--- src/rtl/ps2_keyboard_if.sv ---
// ps2_keyboard_if: PS/2 pad pins in, Hack KBD word out.
interface ps2_keyboard_if;
  logic        ps2_clk;
  logic        ps2_data;
  logic [15:0] out;
  modport master (output ps2_clk, ps2_data, input out);
  modport slave  (input ps2_clk, ps2_data, output out);
endinterface

--- src/rtl/ps2_keyboard.sv ---
// ps2_keyboard: PS/2 set-2 receiver and decoder producing the Hack KBD word.
// Define PS2_PARITY_CHECK_EN to reject frames that fail odd parity.
module ps2_keyboard #(
  parameter int FILTER_LEN     = 8,
  parameter int TIMEOUT_CYCLES = 50000
) (
  input logic            clk,
  input logic            reset,
  ps2_keyboard_if.slave  kbd
);
  localparam int FW = $clog2(FILTER_LEN) + 1;
  localparam int TW = $clog2(TIMEOUT_CYCLES + 1);
  typedef enum logic [1:0] {IDLE, DATA, PARITY, STOP} state_t;
  state_t      state_q, state_d;
  logic        clk_s1_q, clk_s2_q, dat_s1_q, dat_s2_q;
  logic        filt_q, filt_d;
  logic [FW-1:0] fcnt_q, fcnt_d;
  logic [TW-1:0] tcnt_q, tcnt_d;
  logic [2:0]  bitcnt_q, bitcnt_d;
  logic [7:0]  shift_q, shift_d;
  logic        par_ok_q, par_ok_d;
  logic        bv_q, bv_d;
  logic        ext_q, ext_d, brk_q, brk_d;
  logic [7:0]  out_q, out_d;
  logic        flip, fall, busy, tout, drop, parity_ok;
  logic [7:0]  code;
  function automatic logic [7:0] lut(input logic [8:0] k);
    case (k)
      9'h01C: return 8'd65;  9'h032: return 8'd66;  9'h021: return 8'd67;  9'h023: return 8'd68;
      9'h024: return 8'd69;  9'h02B: return 8'd70;  9'h034: return 8'd71;  9'h033: return 8'd72;
      9'h043: return 8'd73;  9'h03B: return 8'd74;  9'h042: return 8'd75;  9'h04B: return 8'd76;
      9'h03A: return 8'd77;  9'h031: return 8'd78;  9'h044: return 8'd79;  9'h04D: return 8'd80;
      9'h015: return 8'd81;  9'h02D: return 8'd82;  9'h01B: return 8'd83;  9'h02C: return 8'd84;
      9'h03C: return 8'd85;  9'h02A: return 8'd86;  9'h01D: return 8'd87;  9'h022: return 8'd88;
      9'h035: return 8'd89;  9'h01A: return 8'd90;
      9'h045: return 8'd48;  9'h016: return 8'd49;  9'h01E: return 8'd50;  9'h026: return 8'd51;
      9'h025: return 8'd52;  9'h02E: return 8'd53;  9'h036: return 8'd54;  9'h03D: return 8'd55;
      9'h03E: return 8'd56;  9'h046: return 8'd57;
      9'h029: return 8'd32;  9'h00E: return 8'd96;  9'h04E: return 8'd45;  9'h055: return 8'd61;
      9'h054: return 8'd91;  9'h05B: return 8'd93;  9'h05D: return 8'd92;  9'h04C: return 8'd59;
      9'h052: return 8'd39;  9'h041: return 8'd44;  9'h049: return 8'd46;  9'h04A: return 8'd47;
      9'h05A: return 8'd128; 9'h066: return 8'd129; 9'h076: return 8'd140;
      9'h16B: return 8'd130; 9'h175: return 8'd131; 9'h174: return 8'd132; 9'h172: return 8'd133;
      9'h16C: return 8'd134; 9'h169: return 8'd135; 9'h17D: return 8'd136; 9'h17A: return 8'd137;
      9'h170: return 8'd138; 9'h171: return 8'd139;
      9'h005: return 8'd141; 9'h006: return 8'd142; 9'h004: return 8'd143; 9'h00C: return 8'd144;
      9'h003: return 8'd145; 9'h00B: return 8'd146; 9'h083: return 8'd147; 9'h00A: return 8'd148;
      9'h001: return 8'd149; 9'h009: return 8'd150; 9'h078: return 8'd151; 9'h007: return 8'd152;
      default: return 8'd0;
    endcase
  endfunction
`ifdef PS2_PARITY_CHECK_EN
  assign parity_ok = ^{dat_s2_q, shift_q};
`else
  assign parity_ok = 1'b1;
`endif
  always_comb begin
    flip   = (clk_s2_q != filt_q) && (fcnt_q == FW'(FILTER_LEN - 1));
    fcnt_d = (clk_s2_q == filt_q || flip) ? '0 : fcnt_q + 1'b1;
    filt_d = flip ? ~filt_q : filt_q;
    fall   = flip && filt_q;
    // A pending E0/F0 prefix also ages out, so a lone prefix cannot stick forever
    busy   = (state_q != IDLE) || ext_q || brk_q;
    tout   = busy && !fall && (tcnt_q == TW'(TIMEOUT_CYCLES - 1));
    tcnt_d = (!busy || fall || tout) ? '0 : tcnt_q + 1'b1;
    state_d  = state_q;
    bitcnt_d = bitcnt_q;
    shift_d  = shift_q;
    par_ok_d = par_ok_q;
    bv_d     = 1'b0;
    drop     = 1'b0;
    if (tout) state_d = IDLE;
    else if (fall) begin
      case (state_q)
        IDLE: begin
          state_d  = dat_s2_q ? IDLE : DATA;
          bitcnt_d = '0;
        end
        DATA: begin
          shift_d  = {dat_s2_q, shift_q[7:1]};
          bitcnt_d = bitcnt_q + 1'b1;
          state_d  = (bitcnt_q == 3'd7) ? PARITY : DATA;
        end
        PARITY: begin
          par_ok_d = parity_ok;
          state_d  = STOP;
        end
        default: begin
          bv_d    = dat_s2_q && par_ok_q;
          drop    = dat_s2_q && !par_ok_q;
          state_d = IDLE;
        end
      endcase
    end
  end
  always_comb begin
    code  = lut({ext_q, shift_q});
    ext_d = (tout || drop) ? 1'b0 : ext_q;
    brk_d = (tout || drop) ? 1'b0 : brk_q;
    out_d = out_q;
    if (bv_q) begin
      ext_d = (shift_q == 8'hE0) ? 1'b1 : (shift_q == 8'hF0) ? ext_q : 1'b0;
      brk_d = (shift_q == 8'hF0) ? 1'b1 : (shift_q == 8'hE0) ? brk_q : 1'b0;
      if (shift_q != 8'hE0 && shift_q != 8'hF0)
        out_d = !brk_q ? ((code != 8'd0) ? code : out_q) : ((code == out_q) ? 8'd0 : out_q);
    end
  end
  always_ff @(posedge clk) begin
    if (reset) begin
      clk_s1_q <= 1'b1;
      clk_s2_q <= 1'b1;
      dat_s1_q <= 1'b1;
      dat_s2_q <= 1'b1;
      filt_q   <= 1'b1;
      fcnt_q   <= '0;
      tcnt_q   <= '0;
      state_q  <= IDLE;
      bitcnt_q <= '0;
      shift_q  <= '0;
      par_ok_q <= 1'b0;
      bv_q     <= 1'b0;
      ext_q    <= 1'b0;
      brk_q    <= 1'b0;
      out_q    <= '0;
    end else begin
      clk_s1_q <= kbd.ps2_clk;
      clk_s2_q <= clk_s1_q;
      dat_s1_q <= kbd.ps2_data;
      dat_s2_q <= dat_s1_q;
      filt_q   <= filt_d;
      fcnt_q   <= fcnt_d;
      tcnt_q   <= tcnt_d;
      state_q  <= state_d;
      bitcnt_q <= bitcnt_d;
      shift_q  <= shift_d;
      par_ok_q <= par_ok_d;
      bv_q     <= bv_d;
      ext_q    <= ext_d;
      brk_q    <= brk_d;
      out_q    <= out_d;
    end
  end
  assign kbd.out = {8'h00, out_q};
endmodule
--- src/flat_wrapper.sv ---
// flat-port wrapper written by rule: the top's interface ports become plain ports
module ps2_keyboard_flat 
#(
  parameter int FILTER_LEN     = 8,
  parameter int TIMEOUT_CYCLES = 50000
)
  (clk, reset, kbd_ps2_clk, kbd_ps2_data, kbd_out);
  ps2_keyboard_if kbd_i ();
  input logic clk;
  input logic reset;
  input wire logic [$bits(kbd_i.ps2_clk)-1:0] kbd_ps2_clk;
  input wire logic [$bits(kbd_i.ps2_data)-1:0] kbd_ps2_data;
  output wire logic [$bits(kbd_i.out)-1:0] kbd_out;
  assign kbd_i.ps2_clk = kbd_ps2_clk;
  assign kbd_i.ps2_data = kbd_ps2_data;
  assign kbd_out = kbd_i.out;
  ps2_keyboard #(.FILTER_LEN(FILTER_LEN), .TIMEOUT_CYCLES(TIMEOUT_CYCLES)) u_core (.clk(clk), .reset(reset), .kbd(kbd_i));
endmodule
--- config.mk ---
export PLATFORM = sky130hd
export DESIGN_NAME = ps2_keyboard_flat
export DESIGN_NICKNAME = d
export VERILOG_FILES = /design/src/rtl/ps2_keyboard_if.sv /design/src/rtl/ps2_keyboard.sv /design/src/flat_wrapper.sv
export SDC_FILE = /design/constraint.sdc
export NUM_CORES = 1
export LEC_CHECK = 0
export BUFFER_PORTS_ARGS = -buffer_cell sky130_fd_sc_hd__buf_2
export CAP_MARGIN = 20
export CORE_MARGIN = 1.5
export CORE_UTILIZATION = 54
export CTS_BUF_LIST = sky130_fd_sc_hd__clkbuf_8
export DETAILED_ROUTE_END_ITERATION = 8
export PLACE_DENSITY_LB_ADDON = 0.1
export SYNTH_ARGS = -nofsm -noshare
export SYNTH_HDL_FRONTEND = slang
export SYNTH_SLANG_ARGS = --single-unit
--- constraint.sdc ---
create_clock -name clk -period 6.85 [get_ports clk]
set_input_delay 1.0275 -clock clk [delete_from_list [all_inputs] [get_ports clk]]
set_output_delay 1.0275 -clock clk [all_outputs]
set_load 0.005 [all_outputs]
==> metrics.md <==
| Metric | Value |
|---|---|
| N_diodes | `0` |
| GRT Overall Usage | `a little under a third` |
| Distinct cell type count after synthesis | `86` |
| P_leak | `roughly 1.5 nW` |
| Critical path class | `flip-flop to flip-flop` |
| Synthesized area | `between 4000 and 5000 µm²` |
| Most frequent cells in the layout | `55 x nand2_1, 50 x nor2_1, 50 x dfxtp_1, 28 x nor3_1, 25 x nand3_1` |
| Post-CTS Resized | `0` |
| Worst Path Arrival | `around 4 ns` |
| Post-synthesis instance total | `between 500 and 600` |
| Worst setup SP type | `flip-flop` |
| DRC Markers | `0` |
| Final instance area | `a little over 4000 µm²` |
| Drt first pass iters | `8` |
| Synth Flop Type | `dfxtp_1` |
| Setup TNS | `0 ns` |
| Fin util | `56.5%` |
| Synth Register Bits | `50` |
| RD Place Congestion | `1.08` |
| Clk root buf | `clkbuf_8` |
| Worst Skew | `about 0.013 ns` |
| CTS buffer count | `5` |
| CTS tree | `built` |
| CTS Sinks | `50` |
| GRT overflow | `0` |
| DR vias | `about 4200` |
| Final setup viols | `0` |
| Layout cells sized above 1 | `10.4%` |
| H-tree levels | `2` |
| Slew @ Worst Pin | `0.935 ns` |
| Peak VDD IR | `roughly 120 µV` |
| Initial antenna violation count | `0` |
| Commonest non-fill, non-tap cell in the layout | `nand2_1` |
| Layout area overhead | `0.486%` |
| CTS Hold Bufs | `0` |
| I/O pins | `20` |
| Placed insts | `between 600 and 700` |
| Starting Density | `between 50 and 60%` |
| WL/cell | `~20 µm` |
| Clk Latency, worst-skew pair | `0.31 ns` |
| Largest net degree at the start of global routing | `between 40 and 50` |
| CP endpoint kind | `flip-flop` |
| Finished Layout Cells | `roughly 620` |
| Hold_sp | `u_core.dat_s1_q` |
| First-pass GRT wire length | `20.0 mm` |
| Placement Cell Area | `slightly above 4000 µm²` |
| Antenna viol nets, final | `0` |
| Ys Warns | `0` |
| Crit path from | `u_core.shift_q[7]` |
| Asr flop ratio synth | `0%` |
| RSZ-0062 raised after global routing | `false` |
| Number of global-route vias before repair | `3918` |
| Maximum root-to-sink buffer count | `2` |
| # rows | `31` |
| Post-CTS Setup Bufs | `0` |
| PD cells | `around 120 nW/µm²` |
| Die height | `between 90 and 100 µm` |
| Detailed Place HPWL | `~9 mm` |
| Crit Path Max Fanout | `23` |
| Clock Pin Slew Worst Setup and Hold Paths | `approximately 0.11 ns` |
| Layout Nets | `around 530` |
| Reg2reg start | `u_core.shift_q[7]` |
| Total power | `slightly below 0.5 mW` |
| DIE WIDTH | `~90 µm` |
| Syn Area/Cell | `~7.6 µm²` |
| Final WL | `roughly 13 mm` |
| Crit share post-route | `55.8%` |
| Number of synthesized flops with an enable pin | `0` |
| Max-cap viol count | `0` |
| Time the worst path needs with I/O delays and setup | `approximately 3.8 ns` |
| Maximum clock frequency | `262 MHz` |
| Status | `finished clean` |
| Port bufs | `11` |
| DR vias/cell | `a little under 7` |
| Hold Path Class | `flip-flop to flip-flop` |
| Core area | `about 7300 µm²` |
| Final hold viol count | `0` |
| Max-slew violations | `0` |
| Seq/Total Area, Yosys | `24.3%` |
| Initial DRC Count | `851` |
| Headroom to the max-slew limit | `between 30% and 40%` |
| Die area | `between 8000 and 9000 µm²` |
| Required time of the critical path | `slightly above 7 ns` |
stage by stage:
step / worst slack (ns) / hold slack, ns
2_1_floorplan: 3.94 / 0.389
3_3_place_gp: 3.16 / 0.391
3_5_place_dp: 3.21 / 0.395
4_1_cts: 3.18 / 0.422
5_1_grt: 2.88 / 0.447
6_report: 3.03 / 0.420
worst max-delay path: stages, from the launching register on:
cell and delay [ns]:
dfxtp_1 0.91, nor2_1 0.35, nand2_1 0.36, a2bb2oi_1 0.27, o311ai_0 0.26, nor4_2 0.32, nand4_2 0.18, a2111oi_4 0.48
a31oi_4 0.23, mux2_4 0.34
report_power, final:
group | leakage [nW] | switching, mW | internal [mW]
sequential | 0.404 | 0.000658 | 0.292
clock | 0.0502 | 0.112 | 0.0760
combinational | 1.01 | 0.00506 | 0.00218
total | 1.47 | 0.118 | 0.370
cell type report:
class / instances / area [µm²]
Tap cell: 99 / 124
Multi-Input combinational cell: 431 / 2770
Clock inverter: 3 / 28.8
Inverter: 12 / 45.0
Fill cell: 669 / 3190
Timing Repair Buffer: 18 / 108
Clock buffer: 5 / 68.8
Sequential cell: 50 / 1000
synth_stat cells (all sizes together), types with 3 or more instances:
cell type  count  area [µm²]
nand2         55         206
dfxtp         50        1000
nor2          50         188
buf           42         294
nor3          28         140
nand3         25         125
a21oi         22         110
nor2b         16         100
o21ai         16        80.1
nand2b        14        87.6
xnor2         13         114
nand4         12        81.3
o22ai         12        75.1
xor2          12         105
clkbuf        11        41.3
inv           11        41.3
and3           8        50.1
mux2i          8        80.1
or2            7        46.3
or3            7        43.8
a211oi         6        57.6
nor3b          6        50.1
nor4           6        43.8
nor4b          6        52.6
or3b           6        52.6
a22oi          5        37.5
a31oi          5        46.3
and4b          4        40.0
ha             4        50.1
nand4b         4        35.0
or4            4        37.5
or4b           4        43.8
a2111oi        3        46.3
a211o          3        26.3
a21boi         3        22.5
mux2           3        41.3
o2111ai        3        26.3
o311ai         3        26.3
o31ai          3        22.5
o32ai          3        33.8
metal layers:
| metal | wire, µm | share of wire, % | vias to the layer above | track usage [%] |
|---|---|---|---|---|
| met2 | 5690 | 45 | 287 | 48.7 |
| li1 | - | - | 1915 | - |
| met5 | 0 | 0 | - | 0 |
| met1 | 5040 | 40 | 1944 | 38.4 |
| met4 | 721 | 5.7 | 0 | 17.2 |
| met3 | 1150 | 9.1 | 61 | 4.63 |
cell families (layout without fill, tap and decap cells):
group | after synthesis | in the layout | share of synthesized area [%]
buffers and inverters | 65 | 38 | 9.23
AO/OA/AOI/OAI | 109 | 109 | 19.6
other | 1 | 8 | 0.0910
adder cells (fa/ha/maj) | 4 | 4 | 1.21
multiplexers | 11 | 11 | 2.94
XOR/XNOR | 25 | 25 | 5.31
flip-flops | 50 | 50 | 24.3
AND/OR/NAND/NOR | 274 | 274 | 37.3
registers in the layout, indices dropped and copies added (netlist names):
signal and flops:
u_core.clk_s1_q 1, u_core.state_q 2, u_core.fcnt_q 4, u_core.bv_q 1, u_core.brk_q 1, u_core.filt_q 1
u_core.tcnt_q 16, u_core.shift_q 8, u_core.out_q 8, u_core.par_ok_q 1, u_core.clk_s2_q 1, u_core.bitcnt_q 3
u_core.dat_s2_q 1, u_core.ext_q 1, u_core.dat_s1_q 1
worst paths after layout:
check,end,cells past startpoint,slack [ns]
setup reg to reg,u_core.out_q[3],9,3.03
setup / recovery,u_core.out_q[3],9,3.03
hold reg to reg,u_core.dat_s2_q,1,0.42
hold / removal,u_core.dat_s2_q,1,0.42
No activity file was read; power rests on OpenSTA's default activity.
